$ cat config.mk
export PLATFORM = sky130hd
export DESIGN_NAME = pc_fetch_unit
export DESIGN_NICKNAME = d
export VERILOG_FILES = /design/src/rtl/pc_fetch_unit_pkg.sv /design/src/rtl/pc_fetch_unit_ifid_reg.sv /design/src/rtl/pc_fetch_unit.sv
export SDC_FILE = /design/constraint.sdc
export NUM_CORES = 1
export LEC_CHECK = 0
export CAP_MARGIN = 25
export CORE_UTILIZATION = 55
export CTS_CLUSTER_DIAMETER = 80
export DETAILED_ROUTE_END_ITERATION = 7
export HOLD_SLACK_MARGIN = 0.06
export PLACE_DENSITY = 0.87
export SLEW_MARGIN = 20
export SYNTH_ARGS = -nofsm -noshare
export SYNTH_HDL_FRONTEND = slang
export SYNTH_SLANG_ARGS = --single-unit
$ cat constraint.sdc
create_clock -name clk -period 3.95 [get_ports clk]
set_input_delay 0.79 -clock clk [delete_from_list [all_inputs] [get_ports clk]]
set_output_delay 0.79 -clock clk [all_outputs]
set_load 0.01 [all_outputs]
$ cat src/rtl/pc_fetch_unit_pkg.sv
// pc_fetch_unit_pkg: shared types and constants for the fetch stage
package pc_fetch_unit_pkg;
  typedef enum logic [1:0] {BOOT, FETCH, HOLD} state_e;
  localparam logic [31:0] RESET_PC_DEF = 32'h0000_0000;
  localparam logic [31:0] PC_STEP_DEF  = 32'd4;
  localparam logic [31:0] NOP_INSTR    = 32'h0000_0000;
endpackage

$ cat src/rtl/pc_fetch_unit_ifid_reg.sv
// ifid_reg: IF/ID pipeline register, priority flush > hold > load
module ifid_reg
  import pc_fetch_unit_pkg::*;
#(
  parameter logic [31:0] PC_STEP = PC_STEP_DEF
) (
  input  logic        clk,
  input  logic        rst_n,
  input  logic        flush,
  input  logic        hold,
  input  logic        load,
  input  logic [31:0] pc_in,
  input  logic [31:0] instr_in,
  output logic        valid,
  output logic [31:0] pc,
  output logic [31:0] pc_plus4,
  output logic [31:0] instr
);
  logic        valid_d, valid_q;
  logic [31:0] pc_d, pc_q, pc_plus4_d, pc_plus4_q, instr_d, instr_q;
  always_comb begin
    valid_d    = valid_q;
    pc_d       = pc_q;
    pc_plus4_d = pc_plus4_q;
    instr_d    = instr_q;
    if (flush) begin
      valid_d    = 1'b0;
      pc_d       = '0;
      pc_plus4_d = '0;
      instr_d    = NOP_INSTR;
    end else if (!hold && load) begin
      valid_d    = 1'b1;
      pc_d       = pc_in;
      pc_plus4_d = pc_in + PC_STEP;
      instr_d    = instr_in;
    end
  end
  always_ff @(posedge clk or negedge rst_n) begin
    if (!rst_n) begin
      valid_q    <= 1'b0;
      pc_q       <= '0;
      pc_plus4_q <= '0;
      instr_q    <= NOP_INSTR;
    end else begin
      valid_q    <= valid_d;
      pc_q       <= pc_d;
      pc_plus4_q <= pc_plus4_d;
      instr_q    <= instr_d;
    end
  end
  assign valid    = valid_q;
  assign pc       = pc_q;
  assign pc_plus4 = pc_plus4_q;
  assign instr    = instr_q;
endmodule

$ cat src/rtl/pc_fetch_unit.sv
// pc_fetch_unit: architectural PC, imem req/ack fetch FSM with skid buffer, IF/ID load
module pc_fetch_unit
  import pc_fetch_unit_pkg::*;
#(
  parameter logic [31:0] RESET_PC = RESET_PC_DEF,
  parameter logic [31:0] PC_STEP  = PC_STEP_DEF
) (
  input  logic        clk,
  input  logic        rst_n,
  input  logic        redirect_valid,
  input  logic [31:0] redirect_pc,
  input  logic        stall,
  output logic [31:0] pc_seq,
  output logic        imem_req,
  output logic [31:0] imem_addr,
  input  logic        imem_ack,
  input  logic [31:0] imem_rdata,
  output logic        ifid_valid,
  output logic [31:0] ifid_pc,
  output logic [31:0] ifid_pc_plus4,
  output logic [31:0] ifid_instr
);
  state_e      state_d, state_q;
  logic [31:0] pc_d, pc_q, skid_pc_d, skid_pc_q, skid_instr_d, skid_instr_q;
  logic [31:0] load_pc, load_instr;
  logic        skid_valid_d, skid_valid_q, flush, load;
  logic        unused_low_bits;
  assign unused_low_bits = ^redirect_pc[1:0];
  assign pc_seq    = pc_q + PC_STEP;
  assign imem_req  = state_q == FETCH;
  assign imem_addr = pc_q;
  always_comb begin
    state_d      = state_q;
    pc_d         = pc_q;
    skid_valid_d = skid_valid_q;
    skid_pc_d    = skid_pc_q;
    skid_instr_d = skid_instr_q;
    flush        = 1'b0;
    load         = 1'b0;
    load_pc      = pc_q;
    load_instr   = imem_rdata;
    if (state_q == BOOT) begin
      state_d = FETCH;
    end else if (redirect_valid) begin
      pc_d         = {redirect_pc[31:2], 2'b00};
      flush        = 1'b1;
      skid_valid_d = 1'b0;
      state_d      = FETCH;
    end else if (state_q == FETCH) begin
      if (imem_ack && !stall) begin
        load = 1'b1;
        pc_d = pc_seq;
      end else if (imem_ack) begin
        skid_valid_d = 1'b1;
        skid_pc_d    = pc_q;
        skid_instr_d = imem_rdata;
        state_d      = HOLD;
      end else if (!stall) begin
        flush = 1'b1;
      end
    end else if (!stall) begin
      // drain the word captured while the pipeline was stalled
      load         = skid_valid_q;
      load_pc      = skid_pc_q;
      load_instr   = skid_instr_q;
      pc_d         = skid_pc_q + PC_STEP;
      skid_valid_d = 1'b0;
      state_d      = FETCH;
    end
  end
  always_ff @(posedge clk or negedge rst_n) begin
    if (!rst_n) begin
      state_q      <= BOOT;
      pc_q         <= RESET_PC;
      skid_valid_q <= 1'b0;
      skid_pc_q    <= '0;
      skid_instr_q <= NOP_INSTR;
    end else begin
      state_q      <= state_d;
      pc_q         <= pc_d;
      skid_valid_q <= skid_valid_d;
      skid_pc_q    <= skid_pc_d;
      skid_instr_q <= skid_instr_d;
    end
  end
  ifid_reg #(.PC_STEP(PC_STEP)) u_ifid (
    .clk     (clk),
    .rst_n   (rst_n),
    .flush   (flush),
    .hold    (stall),
    .load    (load),
    .pc_in   (load_pc),
    .instr_in(load_instr),
    .valid   (ifid_valid),
    .pc      (ifid_pc),
    .pc_plus4(ifid_pc_plus4),
    .instr   (ifid_instr)
  );
endmodule

---- Word level (Yosys, flattened, before mapping) ----
Cells that the tools add are included.
cells by class
  add/subtract/negate cells ............... 3
  multiply operators ...................... 0
  div/mod/pow operators ................... 0
  $lt $le $gt $ge ......................... 0
  equality and inequality tests ........... 8
  shift-type cells ........................ 0
  muxes and demuxes ....................... 42
  bitwise logic cells ..................... 3
  reductions and logical operators ........ 9
operator list
  operator                                                               number
  32-bit two-way mux                                                     18
  32-bit by 3-bit adder with 32-bit output, second input constant        3
  1-bit two-way mux                                                      18
  2-bit two-way mux                                                      6
  3-bit by 2-bit != test with 1-bit output, second input constant        3
  4-bit by 2-bit != test with 1-bit output, second input constant        2
  3-bit AND reduction                                                    2
  5-bit AND reduction                                                    1
  4-bit != test, second input constant                                   1
  4-bit AND reduction                                                    1
  3-bit != test, second input constant                                   1
  1-bit NOT                                                              3
  2-bit by 1-bit equality test with 1-bit output, second input constant  1
  1-bit logical AND                                                      2
  2-bit logical NOT                                                      1
  2-bit nonzero test                                                     1
  1-bit logical NOT                                                      1
storage, ports and cells
  flip-flop bits (word level) ............. 196
  bits in latches ......................... 0
  memory bits (writable) .................. 0
  memory bits (read-only) ................. 0
  input port bits ......................... 69
  output and inout port bits .............. 162
  word-level logic and storage cells ...... 74
  memories ................................ 0

---- Longest topological paths before layout ----
Gate-level depths: netlist of the first run.
  depth after elaboration ................. 9
  mapped depth ............................ 14
  mapped depth without buffers ............ 9

---- Hierarchy ----
From an unflattened synthesis of the first run, not the netlist that was laid out.
second synthesis, totals
  cells, all modules ...................... 1129
  area total of the unflattened synthesis .. 10427.5 µm²
by module, submodules not included
  module         instances  cells an instance  area each (µm²)  sequential area each (µm²)
  pc_fetch_unit  1          762                6358.6           2477.4
  ifid_reg       1          367                4068.9           2377.3

---- Worst setup path before layout of the first run ----
OpenSTA, ideal clock, no wires.
  path type ............................... input to register
  from .................................... input port stall
  to ...................................... register u_ifid.pc_plus4_q[30], in the netlist u_ifid.pc_plus4[30]
  library setup time ...................... 0.135 ns
  arrival time ............................ 2.894 ns
  data required time ...................... 3.815 ns
  path slack .............................. 0.921 ns
  stages on the path ...................... 13
  path buffers ............................ 5
  cell sequence ........................... buf_6 nor3b_2 buf_6 buf_6 buf_2 mux2i_1 inv_1 ha_1 clkbuf_1 o211ai_2 nor3_1 xor2_1 o21ai_0
on the way
  longest elaborated chain between the ends .. 8
  elaborated cells on any way between the ends .. 22
  those cells by class .................... add/sub: 1; mux: 17; reduce/logical: 4
RTL lines
  element                                                                           line                          source
  start, declared                                                                   pc_fetch_unit.sv:12           input logic stall,
  branches (longest 8 deep; another with 32-bit by 3-bit adder with 32-bit output)  n/a
  end signal, assigned                                                              pc_fetch_unit_ifid_reg.sv:47  pc_plus4_q <= pc_plus4_d;
  end, declared                                                                     pc_fetch_unit_ifid_reg.sv:20  logic [31:0] pc_d, pc_q, pc_plus4_d, pc_plus4_q, instr_d, instr_q;
Parallel ways; which one is timed is not known. The select of a mux whose other input is x is not followed.
A chain may end at the register's enable or synchronous reset.

---- Worst setup path in the final report of the first run ----
  from .................................... register pc_q[4], in the netlist imem_addr[4]
  to ...................................... output port pc_seq[16]
on the way
  longest elaborated chain between the ends .. 1
RTL lines
  element                                   line                 source
  start, declared                           pc_fetch_unit.sv:24  logic [31:0] pc_d, pc_q, skid_pc_d, skid_pc_q, skid_instr_d, skid_instr_q;
  start signal, assigned                    pc_fetch_unit.sv:80  pc_q <= pc_d;
  32-bit by 3-bit adder with 32-bit output  pc_fetch_unit.sv:29  assign pc_seq = pc_q + PC_STEP;
  end, declared                             pc_fetch_unit.sv:13  output logic [31:0] pc_seq,
Every way passes these cells.

==> results of run 1 <==
[state kept, by name, summed over array words and instances, names as in the netlist]
name,flops
skid_valid_q,1
skid_pc_q,32
state_q,2
u_ifid.pc_plus4,32
u_ifid.instr,32
imem_addr,32
u_ifid.pc,30
u_ifid.valid,1
skid_instr_q,32
[per-stage QoR]
step,total power [uW],hold slack (ns)
after floorplan,3656,0.4800
after global placement,4429,0.4625
after CTS,6222,0.3923
after detailed placement,4491,0.4701
after global routing,6503,0.4022
final,6227,0.3615
[metal layers]
metal	share of wire	track usage	up-vias
met2	0.47	0.5009	492
met3	0.087	0.05643	81
met1	0.41	0.4429	4390
met5	0	0	-
li1	-	-	4088
met4	0.035	0.1296	0
[placed cells by master (no fill, tap or decap), types with 9 or more instances in the layout]
cell	n
clkdlybuf4s50_1	227
xor2_1	34
nor2_1	47
xnor2_1	46
and3_1	12
nor3_1	13
o21ai_1	19
buf_4	27
clkbuf_16	17
a21oi_1	44
mux2i_1	62
nand2_1	145
mux2_2	69
dfrtp_1	193
inv_1	10
nand4_1	17
o21ai_0	96
nand3_1	45
nor4_2	9
[worst min-delay path by stage]
stage                           from               end  slack (ns)  depth (start not counted)
detailed placement  u_ifid.instr[28]  u_ifid.instr[28]        0.47                          2
global placement    u_ifid.instr[30]  u_ifid.instr[30]        0.46                          2
floorplan           skid_instr_q[12]  skid_instr_q[12]        0.48                          1
global route                   rst_n      u_ifid.pc[2]        0.40                          1
CTS                            rst_n      u_ifid.pc[5]        0.39                          1
finish                         rst_n      u_ifid.pc[5]        0.36                          1
[area by class of cell]
class,count,area share
clock inverters,14,0.01219
well taps,229,0.02131
inverters,11,0.003071
repair buffers,258,0.1896
clock buffers,18,0.03267
flip-flops and latches,194,0.3612
multi-input cells,759,0.3800
[critical path, cell delays in order (launching register included)]
cell             delay [ns]
dfrtp_1                0.55
nand3_2                0.35
nor4_1                 0.58
nand2_1                0.15
xnor2_1                0.39
clkdlybuf4s50_1        0.62
[power by group]
group          switching, uW  total [uW]  internal (uW)
clock                    859        1730            872
combinational            827        1720            890
sequential               471        2780           2310
[cell families after synthesis]
| family | Yosys count |
|---|---|
| compound gates | 222 |
| fa+ha+maj | 3 |
| mux | 131 |
| buf+inv | 102 |
| simple gates | 323 |
| flops | 194 |
| xor+xnor | 80 |
==> run metrics, run 1 <==
Post-Place Cells=1451; die width=139.6 microns; Port Buffers=228; top post-synthesis cells by area=dfrtp_1, mux2_2, mux2i_1, nand2_1, o21ai_0; post-synthesis mux area share=0.1342; register bit total from synthesis=194; Post-Synth Adder-Cell Area=0.003603; setup slack after layout=0.08053 ns; worst vdd ir=0.0003413 V; Net Count, Synth=1127; post-route cell area=0.01344 sq mm; cts repair resizes=0; yosys warns=0; vias per std cell=6.103; Synth top area share=0.4660; Synth Cell Area=0.01042 sq mm; Synth Area in Compound Gates=0.1260; Critical Path End=pc_seq[16]; minimum clock period=3.869 ns; first-pass GRT wire length=48680 microns; Initial Util=0.5702; clock latency on the worst-skew pair=0.44 ns; drt total wl=30470 microns; multi-input logic area=0.005109 sq mm; Final GP Congestion=0.9484; endpoints failing setup=0; max_cap viols=0; Slew HR=0.3655; largest family of logic cells by synthesized area=simple AND/OR/NAND/NOR gates; Main synth FF type=dfrtp_1; Pleak=0.005645 uW; Synth cell types=69; cell at the root of the clock tree=clkbuf_16; drt drc=0; Worst R2R Start=state_q[1]; Placed Instance Area=0.01283 sq mm; antenna diode count=0; Routed Antenna Nets=0; actual slew at the worst max-slew pin=0.9495 ns; worst hold path type=in2async; Data arrival, critical path=3.08 ns; WS Path Type=reg2out; Post-Layout Cell Count=1483; Req. time, crit path=3.16 ns; Reg-to-Reg End=u_ifid.pc_plus4[30]; clock slew at reported path FFs=0.07 ns; Synth Area in XOR/XNOR=0.06726; power per cell area=463.2 mW/mm^2; Setup Skew=0.01034 ns; grt total ovfl=0; setup slack, reg-to-reg=1.20 ns; dpl ws=0.5361 ns; die area=0.01950 sq mm; share of synthesized registers carrying an async set or reset=1.000; Layout fillers=1289; Iteration-0 DRC Markers=941; share of post-route cells with drive strength above 1=0.1348; CP Max Fanout=10; largest net degree at the start of global routing=82; initial antenna violation count=0; DR vias=9051; Worst Setup SP=imem_addr[4]; Post-synth EDFFs=0; clk sinks=194; num ports=231; Reg area=0.004856 sq mm; count leader, synth=dfrtp_1; vias in the first global route=8866; CP endpoint kind=primary output; Critical Path Start Type=flop; Hold-fix buffers, CTS=0; Max Slew Vio Count=0; fin nets=1313; Worst Reg-to-Reg Cells=9; fin crit share=0.9796; GRT Overall Usage=0.3200; Die H=139.6 microns; status=finished, final reports clean; drt pass-1 iters=6; area leader, netlist=dfrtp_1; Max H-tree Level=4; Final Hold Vio Count=0; Synth top cells by count=dfrtp_1, nand2_1, o21ai_0, mux2_2, mux2i_1; core box area=0.01827 sq mm; Final HPWL DP=21640 microns; CTS tree=built; mean post-synth cell area=9.874 sq um; Post-CTS Setup Bufs=0; fmax=258.4 MHz; WL/cell=20.54 microns; Fin Setup TNS=0 ns; RSZ-0062 raised after global routing=false; Area growth, synth to finish=29.05%; simple-gate share of the synthesized area=0.1552; Max Buffers Root-to-Sink=2; Cells after Synth=1055; TritonCTS Buffers=17; Post-Route Utilization=0.7359; Seq/Total Area, Yosys=0.4660; site row count=49
No activity file was read; power rests on OpenSTA's default activity.
==> run 2: changes to the inputs <==
- TNS_END_PERCENT: not set -> 30
==> results of run 2 <==
Final layout, timing and power as in run 1 (identical DEF).
